File: config.mk
export PLATFORM = sky130hd
export DESIGN_NAME = abs_sat_arbiter
export DESIGN_NICKNAME = d
export VERILOG_FILES = /design/src/rtl/abs_sat_arbiter.sv
export SDC_FILE = /design/constraint.sdc
export NUM_CORES = 1
export LEC_CHECK = 0
export BUFFER_PORTS_ARGS = -buffer_cell sky130_fd_sc_hd__buf_2
export CORE_ASPECT_RATIO = 0.6
export CORE_MARGIN = 5
export CORE_UTILIZATION = 48
export CTS_CLUSTER_DIAMETER = 60
export DETAILED_ROUTE_END_ITERATION = 16
export PLACE_DENSITY = 0.76
export REMOVE_ABC_BUFFERS = 1
export SLEW_MARGIN = 20
export SYNTH_ARGS = -nofsm -noshare
export SYNTH_HDL_FRONTEND = slang
export SYNTH_SLANG_ARGS = --single-unit
File: constraint.sdc
create_clock -name clk -period 3.01 [get_ports clk]
set_input_delay 0.602 -clock clk [delete_from_list [all_inputs] [get_ports clk]]
set_output_delay 0.602 -clock clk [all_outputs]
set_load 0.02 [all_outputs]
File: src/rtl/abs_sat_arbiter.sv
// Two-requester round-robin arbiter feeding a one-entry output register that
// holds the saturated 7-bit absolute value of the granted sample.
module abs_sat_arbiter #(
    parameter int CNT_W = 8
) (
    input  logic             clk,
    input  logic             rst_n,
    input  logic             req0_valid,
    input  logic [7:0]       req0_data,
    output logic             req0_ready,
    input  logic             req1_valid,
    input  logic [7:0]       req1_data,
    output logic             req1_ready,
    output logic             out_valid,
    output logic [6:0]       out_data,
    output logic             out_id,
    output logic             out_sat,
    input  logic             out_ready,
    input  logic             sat_clr,
    output logic [CNT_W-1:0] sat_cnt
);

    typedef enum logic {EMPTY = 1'b0, FULL = 1'b1} state_t;

    state_t             state_q, state_d;
    logic [6:0]         data_q, data_d;
    logic               id_q, id_d;
    logic               sat_q, sat_d;
    logic               last_q, last_d;
    logic [CNT_W-1:0]   cnt_q, cnt_d;

    logic               load_en, gnt_vld, gnt_id, load;
    logic [7:0]         sel;
    logic [6:0]         abs_val;
    logic               abs_sat;

    assign out_valid = (state_q == FULL);
    assign load_en   = !out_valid || out_ready;

    // last_q holds the id granted on the previous load; a tie goes to the other one.
    assign gnt_vld = req0_valid || req1_valid;
    assign gnt_id  = (req0_valid && req1_valid) ? ~last_q : req1_valid;
    assign load    = load_en && gnt_vld && rst_n;

    assign req0_ready = load && !gnt_id;
    assign req1_ready = load && gnt_id;

    assign sel     = gnt_id ? req1_data : req0_data;
    assign abs_sat = (sel == 8'h80);
    always_comb begin
        abs_val = sel[6:0];
        if (abs_sat)
            abs_val = 7'h7F;
        else if (sel[7])
            abs_val = (~sel[6:0]) + 7'd1;
    end

    always_comb begin
        state_d = state_q;
        data_d  = data_q;
        id_d    = id_q;
        sat_d   = sat_q;
        last_d  = last_q;
        cnt_d   = cnt_q;
        unique case (state_q)
            EMPTY: if (load) state_d = FULL;
            FULL:  if (!load && out_ready) state_d = EMPTY;
            default: state_d = EMPTY;
        endcase
        if (load) begin
            data_d = abs_val;
            id_d   = gnt_id;
            sat_d  = abs_sat;
            last_d = gnt_id;
        end
        if (sat_clr)
            cnt_d = '0;
        else if (load && abs_sat && (cnt_q != {CNT_W{1'b1}}))
            cnt_d = cnt_q + 1'b1;
    end

    always_ff @(posedge clk or negedge rst_n) begin
        if (!rst_n) begin
            state_q <= EMPTY;
            data_q  <= 7'h00;
            id_q    <= 1'b0;
            sat_q   <= 1'b0;
            last_q  <= 1'b1;
            cnt_q   <= '0;
        end else begin
            state_q <= state_d;
            data_q  <= data_d;
            id_q    <= id_d;
            sat_q   <= sat_d;
            last_q  <= last_d;
            cnt_q   <= cnt_d;
        end
    end

    assign out_data = data_q;
    assign out_id   = id_q;
    assign out_sat  = sat_q;
    assign sat_cnt  = cnt_q;

endmodule

Yosys cells after proc, flatten, opt, wreduce, memory -nomap -nowiden --
Index checks and enable logic that the tools add are counted.
Storage, ports and cells: flip-flop bits (word level) 19, logic and storage cells 36, bits of input ports 22, memories 0, output and inout port bits 20, bits in writable memories 0, bits in latches 0, memory bits (read-only) 0
Cells by class: add/sub/neg operators 2, bitwise operators 3, $lt $le $gt $ge 0, multiply operators 0, equality and inequality tests 2, div/mod/pow operators 0, shift-type cells 0, reductions and logical operators 14, multiplexer cells 9
Operators with widths (number):
- $mux W8 | 3
- $mux W7 | 2
- $add A8 B1 Y8 const B | 1
- $eq A8 B8 Y1 const B | 1
- $logic_and A1 B1 Y1 | 8
- $ne A8 B8 Y1 const B | 1
- $add A7 B1 Y7 const B | 1
- $not A7 Y7 | 1
- $logic_not A1 Y1 | 3
- $mux W1 | 3
- $logic_or A1 B1 Y1 | 2
- $not A1 Y1 | 2
- $pmux W1 S2 | 1
- $reduce_bool A2 Y1 | 1

Logic depth before layout (Yosys ltp) --
Gate-level depths: netlist of the first run.
depth after elaboration 8, gate-level depth with buffers 10, depth with buffers taken out 8

Worst setup path after synthesis of the first run --
Ideal clock, no wire load.
kind in2reg, start point in req1_valid, end point reg cnt_q[3] (netlist: sat_cnt[3]), arrival time 2.899 ns, cell stages on the path 10, setup time 0.066 ns, path buffers 2, required time 2.944 ns, setup slack 0.045 ns, cells stage by stage a21boi_2 > clkbuf_1 > mux2i_1 > ha_1 > and3b_1 > and3_1 > o221ai_2 > buf_4 > or4_1 > nand2_1
Between the ends: word-level cells in the longest chain between the ends 7, elaborated cells on any way between the ends 10, classes of those cells eq/ne (1); mux (2); reduce/logical (7)
RTL lines:
- start, declared | RTL line 11 | input logic req1_valid,
- $logic_and A1 B1 Y1 | RTL line 42 | assign gnt_id = (req0_valid && req1_valid) ? ~last_q : req1_valid;
- $mux W1 | RTL line 42
- $mux W8 | RTL line 48 | assign sel = gnt_id ? req1_data : req0_data;
- $eq A8 B8 Y1 | RTL line 49 | assign abs_sat = (sel == 8'h80);
- $logic_and A1 B1 Y1 (*) (2 in series) | RTL line 78 | else if (load && abs_sat && (cnt_q != {CNT_W{1'b1}}))
- $reduce_bool A2 Y1 (no source line) (*)
- end signal, assigned | RTL line 96 | cnt_q <= cnt_d;
- end, declared | RTL line 30 | logic [CNT_W-1:0] cnt_q, cnt_d;
Mark *: on every way between the ends. The rest lies on a longest branch, timed or not. A chain may end at the register's enable or synchronous reset.

Final worst setup path of the first run --
start point in req1_valid, end point reg cnt_q[2] (netlist: sat_cnt[2])
The elaborated chain is that of the path after synthesis.

==> metrics.txt, run 1 <==
CTS Buffer Depth=2; Max Clk Rate=approximately 370 MHz; final hold vios=0; register bit count reported by yosys=19; PostCTS Resize Cnt=0; met2 Use GR=32.50%; crit path max-delay cell type=or3_1; Post-Layout Cell Count=about 190; die width=73.26 um; CP Max Fanout=11; Leak Pwr=0.6818 nW; routing usage on met3=5.451%; clk_lat worst skew=0.26 ns; setup violators final=0; Most used DFF post-synth=dfrtp_1; status=completed; maxcap violations=0; number of nets with antenna violations after routing=0; Final Critical Period=2.713 ns; clk slew on worst S/H paths=0.07 ns; setup repair bufs after CTS=0; FILL cells=184; initial antenna violation count=0; Remaining DRCs=0; final setup TNS=0 ns; worst endpoint required time=3.19 ns; Yosys cell types=39; CP endpoint kind=flip-flop; Largest stage delay, worst path=approximately 0.31 ns; num rows=13; GRT overflow=0; DRT iter0 DRCs=67; IO Count=42; GP Congestion=1.017; Area growth, synth to finish=25.95%; kind of critical path=in2reg; commonest non-fill, non-tap cell in the layout=buf_2; Routed WL=3.144 mm; RSZ-0062 raised after global routing=no; port buffer count=between 40 and 50; VDD IR max=roughly 0.29 mV; Post-synth EDFFs=0; dpl ws=~0.074 ns; Final Net Count=188; top post-synthesis cells by area=dfrtp_1 39%, mux2i_1 6.1%, or4_1 3.9%, o21ai_0 3.5%, nor2_1 3.3%; Num CTS Buffers=3; critical path's top delay family=simple AND/OR/NAND/NOR gates; most frequent cells in the layout=41 x buf_2, 18 x dfrtp_1, 10 x nor2_1, 9 x nand2_1, 8 x o21ai_0; clk_skew=0.001035 ns; die area=approximately 3500 um^2; WL per Instance=16.29 um; synthesized netlist cell count=118; clk root buf=clkbuf_8; layer carrying the most global-route usage=met2; dpl hpwl=2.538 mm; post-synth top area cell=dfrtp_1; die extent in y=47.96 um; vias in the first global route=approximately 1,100; max_slew headroom=60.86%; cts hold-fix bufs=0; fin. max-slew vios=0; Mapped Avg Cell Area=between 9 and 10 um^2; GR Layer Usage met1=between 20% and 30%; worst path bufs/invs=2; fin worst setup slack=roughly 0.30 ns; pwr/cell area=460.6 nW/um^2; DP Cell Count=189; Multi-input gate area=653.1 um^2; Seq/Total Area, Yosys=41.37%; htree depth=1; Tightest Pin Transition=between 0.5 and 0.6 ns; Antenna diodes=0; Yosys Warn Count=0; overall routing resource usage=18.61%; first-pass GRT wire length=4.795 mm; Vias/cell=about 6; Tot Pwr=668.6 uW; TritonCTS clock tree=done; Core ar.=2228 um^2; ys async rst share=100.0%; share of cells above drive strength 1=between 30% and 40%; pin count of the biggest net entering global routing=21; Synth Cell Area=1152 um^2; routed via count=1,141; DRT Pass-1 Iters=4; Reg area=approximately 480 um^2; top cell type's share of synthesized area=39.09%; crit path DAT=2.89 ns; Hold Crit Class=in2async; crit share post-route=between 90% and 100%; Initial Util=51.71%; Worst Setup Start Kind=input pin; crit-path cells=buf_2 > a21boi_2 > mux2i_1 > ha_1 > and3b_1 > and3_1 > o221ai_2 > buf_4 > or3_1 > a21oi_1; CTS Sinks=19
[metal layers]
metal | wire length (um) | part of all wire [%] | vias to the layer above
met5 | 0 | 0 | -
met4 | 85 | 2.7 | 0
met3 | 239 | 7.6 | 10
met2 | 1501 | 48 | 57
met1 | 1317 | 42 | 536
li1 | - | - | 538
[sequential cells by signal, summed over array words and instances, names as in the netlist]
| signal | count |
|---|---|
| out_id | 1 |
| last_q | 1 |
| out_valid | 1 |
| sat_cnt | 8 |
| out_data | 7 |
| out_sat | 1 |
[cells by family after synthesis]
group	count (synthesis)	synth area share, %
mux	7	6.081
flops	19	41.37
fa+ha+maj	2	2.171
simple gates	43	21.93
buf+inv	5	1.954
compound gates	35	21.17
xor+xnor	7	5.320
[power breakdown]
group / switching [mW] / internal [mW] / leakage [nW]
clock: 0.0818 / 0.0942 / 0.0228
combinational: 0.115 / 0.0771 / 0.423
sequential: 0.0152 / 0.285 / 0.236
[Yosys cell counts, drive strengths merged, types with 2 or more instances]
cell type	instances
o21a	2
a21oi	7
o21ai	8
or4	7
ha	2
mux2i	7
buf	2
a21o	2
nor4	2
o31ai	5
and3	2
clkbuf	2
nand3	4
xnor2	4
and2	2
nor2	10
a31oi	2
nand2	9
xor2	3
o22a	3
dfrtp	18
[final timing paths]
check,start,end,slack [ns],cells past startpoint
setup / recovery,req1_valid,sat_cnt[2],0.30,10
hold / removal,rst_n,out_valid,0.32,2
setup reg to reg,last_q,sat_cnt[2],0.38,9
hold reg to reg,out_id,out_id,0.48,1
max in group asynchronous,rst_n,last_q,2.43,2
min in group clk,out_id,out_id,0.48,1
[cell type report]
class                      count  share of cell area (%)
clock buffer                   4                   3.103
inverter                       1                  0.2586
multi-input combinational     94                   45.00
sequential                    19                   32.84
tap                           30                   2.586
timing repair buffer          45                   16.21
[through the flow]
step | hold slack (ns) | area, um^2 | utilization, %
detailed placement | 0.4694 | 1406 | 63.11
finish | 0.3178 | 1451 | 65.13
floorplan | 0.3064 | 1134 | -
global placement | 0.4614 | 1406 | 63.11
global route | 0.3381 | 1451 | 65.13
CTS | 0.3221 | 1451 | 65.13
(Power assumes the default switching activity.)
==> run 2, diff against run 1 <==
- CORE_UTILIZATION: 48 -> 52
- PLACE_DENSITY: 0.76 -> 0.81
- clock period: 3.01 -> 3.4 ns (I/O delays scaled with it)
==> run 2 against run 1 <==
  * Critical endpoint is now sat_cnt[4]
  * Via count decreased by 2.4%
  * Global-route usage is 0.65 points lower
  * Highest routed layer unchanged
  * Largest cell class unchanged
  * Sequential cell count unchanged
  * Sequential share of layout area up 0.34 points
  * Routed wire length shrank 5.5%
  * Register-to-register slack improved by 0.34 ns
  * Non-clock buffer count fell by 2
  * Clock power decreased by 11%
  * Power is 12% lower
  * Clock skew barely moved
  * Die area down 6.4%
  * Count of clock-buffer cells in the layout stayed put
==> metrics.txt, run 2 (synthesis results as in run 1) <==
vias in the first global route=1,000; VDD IR max=about 0.27 mV; DP Cell Count=roughly 190; Core ar.=~2100 um^2; crit share post-route=83.86%; Post-Layout Cell Count=about 190; PostCTS Resize Cnt=0; port buffer count=41; clk slew on worst S/H paths=0.07 ns; clk_lat worst skew=0.25 ns; Area growth, synth to finish=24.65%; die extent in y=46.47 um; Tightest Pin Transition=0.5754 ns; commonest non-fill, non-tap cell in the layout=buf_2; pin count of the biggest net entering global routing=21; die width=70.78 um; Critical R2R Launch=last_q; IO Count=42; clk_skew=0.001341 ns; setup violators final=0; Hold Crit Class=in2async; Post-DP Area=1391 um^2; reg2reg path depth=8; Initial Util=54.08%; Remaining DRCs=0; max reg flops=8; DRT Pass-1 Iters=4; Worst Setup Start Kind=input pin; kind of critical path=in2reg; Multi-input gate area=653.1 um^2; WL per Instance=15.55 um; die area=approximately 3300 um^2; cts hold-fix bufs=0; crit path DAT=3.03 ns; setup repair bufs after CTS=0; GP Congestion=approximately 0.97; final setup TNS=0 ns; routed via count=1,114; Flop pwr share=between 40 and 50%; Max Clk Rate=between 300 and 400 MHz; maxcap violations=0; status=completed; CTS Buffer Depth=2; CP endpoint kind=flip-flop; Antenna diodes=0; fin. max-slew vios=0; Final Cell Area=1436 um^2; Largest stage delay, worst path=between 0.5 and 0.6 ns; r2r endpoint=sat_cnt[4]; Routed WL=roughly 3.0 mm; crit path max-delay cell type=or4b_1; Setup crit start=req0_valid; R2R setup slack=0.72 ns; FILL cells=180; dpl hpwl=~2.3 mm; worst endpoint required time=3.58 ns; Psw=186.4 uW; htree depth=1; DRT iter0 DRCs=62; initial antenna violation count=0; CP Max Fanout=14; final hold vios=0; Final Critical Period=2.851 ns; CTS Sinks=19; RSZ-0062 raised after global routing=no; Reg area=about 480 um^2; max_slew headroom=61.64%; number of nets with antenna violations after routing=0; overall routing resource usage=17.96%; GRT overflow=0; clock network power share=26.6%; clk root buf=clkbuf_8; share of cells above drive strength 1=31.68%; num rows=13; TritonCTS clock tree=done; Sw Share=31.63%; most frequent cells in the layout=41 x buf_2, 18 x dfrtp_1, 10 x nor2_1, 9 x nand2_1, 8 x o21ai_0; Leak Pwr=0.6727 nW; Int Pwr=approximately 400 uW; pwr/cell area=between 400 and 500 nW/um^2; Num CTS Buffers=3; Final Net Count=between 150 and 200; Comb power frac=about 28%; crit-path cells=buf_2 > a21boi_2 > mux2i_1 > ha_1 > and3b_1 > and3_1 > o221ai_2 > or4b_1 > a21oi_1; Vias/cell=between 5 and 6; first-pass GRT wire length=between 4 and 5 mm; hold slack=0.3905 ns
[run 2: changes by cell type in the layout (fill, tap and decap cells not counted), sizes merged]
| cell | before | now |
|---|---|---|
| buf | 45 | 43 |
[run 2: per-layer routing]
| layer | up-vias | wire [um] | GRT usage [%] |
|---|---|---|---|
| li1 | 535 | - | - |
| met1 | 536 | 1287 | 22.42 |
| met2 | 41 | 1487 | 32.60 |
| met3 | 2 | 182 | 5.011 |
| met4 | 0 | 13 | 2.247 |
| met5 | - | 0 | 0 |
[run 2: power groups by stage]
stage	Sequential, mW	Clock, mW	Combinational [mW]
2_1_floorplan	0.299	0	0.0694
3_3_place_gp	0.269	0	0.162
3_5_place_dp	0.271	0	0.166
4_1_cts	0.267	0.160	0.167
5_1_grt	0.270	0.168	0.179
6_report	0.266	0.157	0.166
[run 2: through the flow]
stage	worst slack, ns	util, %	power (mW)
floorplan	0.3597	-	0.3685
global placement	0.5127	65.30	0.4309
detailed placement	0.3271	65.30	0.4371
CTS	0.5601	67.41	0.5947
global route	0.4297	67.41	0.6167
finish	0.5487	67.41	0.5893
[run 2: how the worst max path moves through the flow]
stage	end	slack [ns]	cells past startpoint
2_1_floorplan	sat_cnt[4]	0.36	8
3_3_place_gp	sat_cnt[4]	0.51	9
3_5_place_dp	sat_cnt[4]	0.33	9
4_1_cts	sat_cnt[4]	0.56	9
5_1_grt	sat_cnt[4]	0.43	9
6_report	sat_cnt[4]	0.55	9
[run 2: layout make-up]
class                   count  share of cell area (%)
clock buffers               4                   3.136
inverters                   1                  0.2613
multi-input cells          94                   45.47
flip-flops and latches     19                   33.19
well taps                  30                   2.613
repair buffers             43                   15.33
[run 2: worst max-delay path: cells and delay by family]
kind / cells / cell delay [ns]
adder cells (fa/ha/maj): 1 / 0.30
buffers and inverters: 1 / 0.12
AO/OA/AOI/OAI: 3 / 0.69
multiplexers: 1 / 0.31
AND/OR/NAND/NOR: 3 / 0.93
==> run 3, diff against run 2 <==
- CORE_UTILIZATION: 52 -> 48
- PLACE_DENSITY: 0.81 -> 0.76
- clock period: 3.4 -> 2.8 ns (I/O delays scaled with it)
==> run 3 against run 2 <==
  * Non-clock buffer count grew 4
  * Combinational power is 24% higher
  * Sequential cell count unchanged
  * Core utilization shrank 1.5 points
  * Power increased by 22%
  * Cell count increased by 2.1%
  * Clock skew hardly changed
  * Setup slack lost 0.32 ns
  * Worst hold slack worse by 0.12 ns
  * Count of clock-buffer cells in the layout decreased by 1
  * Sequential power up 21%
  * Critical endpoint unchanged
  * Largest power group unchanged
  * Highest routed layer unchanged
==> metrics.txt, run 3 (synthesis results as in run 1) <==
max_slew headroom=between 60% and 70%; Max Clk Rate=388.5 MHz; crit path max-delay cell type=or4b_1; overall routing resource usage=18.73%; initial antenna violation count=0; Area growth, synth to finish=27.36%; Reg area=476.7 um^2; worst path bufs/invs=1; clk slew on worst S/H paths=roughly 0.07 ns; die extent in y=47.96 um; Multi-input gate area=about 650 um^2; Num CTS Buffers=3; die width=approximately 73 um; DRT Pass-1 Iters=4; crit path DAT=2.76 ns; clock network power share=26.6%; worst endpoint required time=between 2 and 3 ns; dpl hpwl=2.408 mm; most frequent cells in the layout=41 x buf_2, 18 x dfrtp_1, 10 x nor2_1, 9 x nand2_1, 8 x o21ai_0; VDD IR max=~0.35 mV; Routed WL=3.043 mm; Antenna diodes=0; cts hold-fix bufs=0; clk_lat worst skew=0.26 ns; htree depth=1; CP endpoint kind=flip-flop; GP Congestion=0.9291; setup repair bufs after CTS=0; final hold vios=0; commonest non-fill, non-tap cell in the layout=buf_2; Worst Setup Start Kind=input pin; RSZ-0062 raised after global routing=no; FILL cells=167; Hold Crit Class=in2async; utilization after layout=~66%; pin count of the biggest net entering global routing=21; share of cells above drive strength 1=between 30% and 40%; critical path's top delay family=simple AND/OR/NAND/NOR gates; CTS Sinks=19; Final Net Count=190; status=completed; Core ar.=2228 um^2; max reg flops=8; port buffer count=41; maxcap violations=0; Flop pwr share=~45%; Vias/cell=5.785; Final Critical Period=2.574 ns; CTS Buffer Depth=2; PostCTS Resize Cnt=0; Int Pwr=approximately 490 uW; Comb power frac=28.6%; setup violators final=0; Psw=roughly 230 uW; Leak Pwr=0.6947 nW; num rows=13; Final Cell Area=roughly 1500 um^2; Sw Share=a little under a third; pwr/cell area=491.7 nW/um^2; die area=3513 um^2; DRT iter0 DRCs=61; crit share post-route=approximately nine tenths; Initial Util=51.71%; vias in the first global route=approximately 1,100; IO Count=42; CP Max Fanout=11; crit-path cells=buf_2 > a21boi_2 > mux2i_1 > ha_1 > and3b_1 > and3_1 > o221ai_2 > or4b_1 > a21oi_1; Remaining DRCs=0; TritonCTS clock tree=done; WL per Instance=around 16 um; fin. max-slew vios=0; number of nets with antenna violations after routing=0; Largest stage delay, worst path=slightly above 0.5 ns; Post-DP Area=1421 um^2; GRT overflow=0; clk root buf=clkbuf_8; Tightest Pin Transition=0.5001 ns; clk_skew=0.001470 ns; routed via count=1,128; kind of critical path=in2reg; first-pass GRT wire length=4.940 mm
run 3: cell count changes in the layout (fill, tap and decap cells not counted), sizes merged:
cell and change:
clkbuf -1, buf +4, clkinv +1
run 3: worst paths after layout:
| path | from | to | slack [ns] | cells past startpoint |
|---|---|---|---|---|
| max | req0_valid | sat_cnt[4] | 0.23 | 9 |
| min | rst_n | out_data[1] | 0.27 | 2 |
| max reg2reg | last_q | sat_cnt[4] | 0.27 | 8 |
| min reg2reg | out_id | out_id | 0.49 | 1 |
| max in group asynchronous | rst_n | last_q | 2.27 | 2 |
| min in group clk | out_id | out_id | 0.49 | 1 |
run 3: through the flow:
| stage | power [mW] | setup TNS, ns | std cells | setup slack (ns) | hold WS [ns] |
|---|---|---|---|---|---|
| global placement | 0.5290 | 0 | 191 | 0.1582 | 0.4644 |
| finish | 0.7217 | 0 | 195 | 0.2257 | 0.2699 |
| CTS | 0.7272 | 0 | 195 | 0.2444 | 0.2724 |
| floorplan | 0.4475 | -0.2839 | 114 | -0.1203 | 0.2644 |
| global route | 0.7606 | 0 | 195 | 0.05587 | 0.2935 |
| detailed placement | 0.5351 | 0 | 191 | 0.02138 | 0.4638 |
run 3: layout make-up:
cell class / instances / share of cell area, %
multi-input cells: 94 / 44.50
well taps: 30 / 2.558
flip-flops and latches: 19 / 32.48
repair buffers: 47 / 17.05
clock inverters: 1 / 0.3410
inverters: 1 / 0.2558
clock buffers: 3 / 2.813
run 3: power groups by stage:
stage,registers (mW),clock network (mW),logic (mW)
floorplan,0.363,0,0.0843
global placement,0.327,0,0.202
detailed placement,0.328,0,0.207
CTS,0.323,0.196,0.208
global route,0.327,0.207,0.227
finish,0.323,0.192,0.206
run 3: routing by layer:
layer,vias to the layer above,part of all wire [%],GRT usage [%]
met4,0,1.9,6.618
met2,56,46,30.37
met5,-,0,0
met3,6,9.3,6.499
met1,524,43,23.78
li1,542,-,-
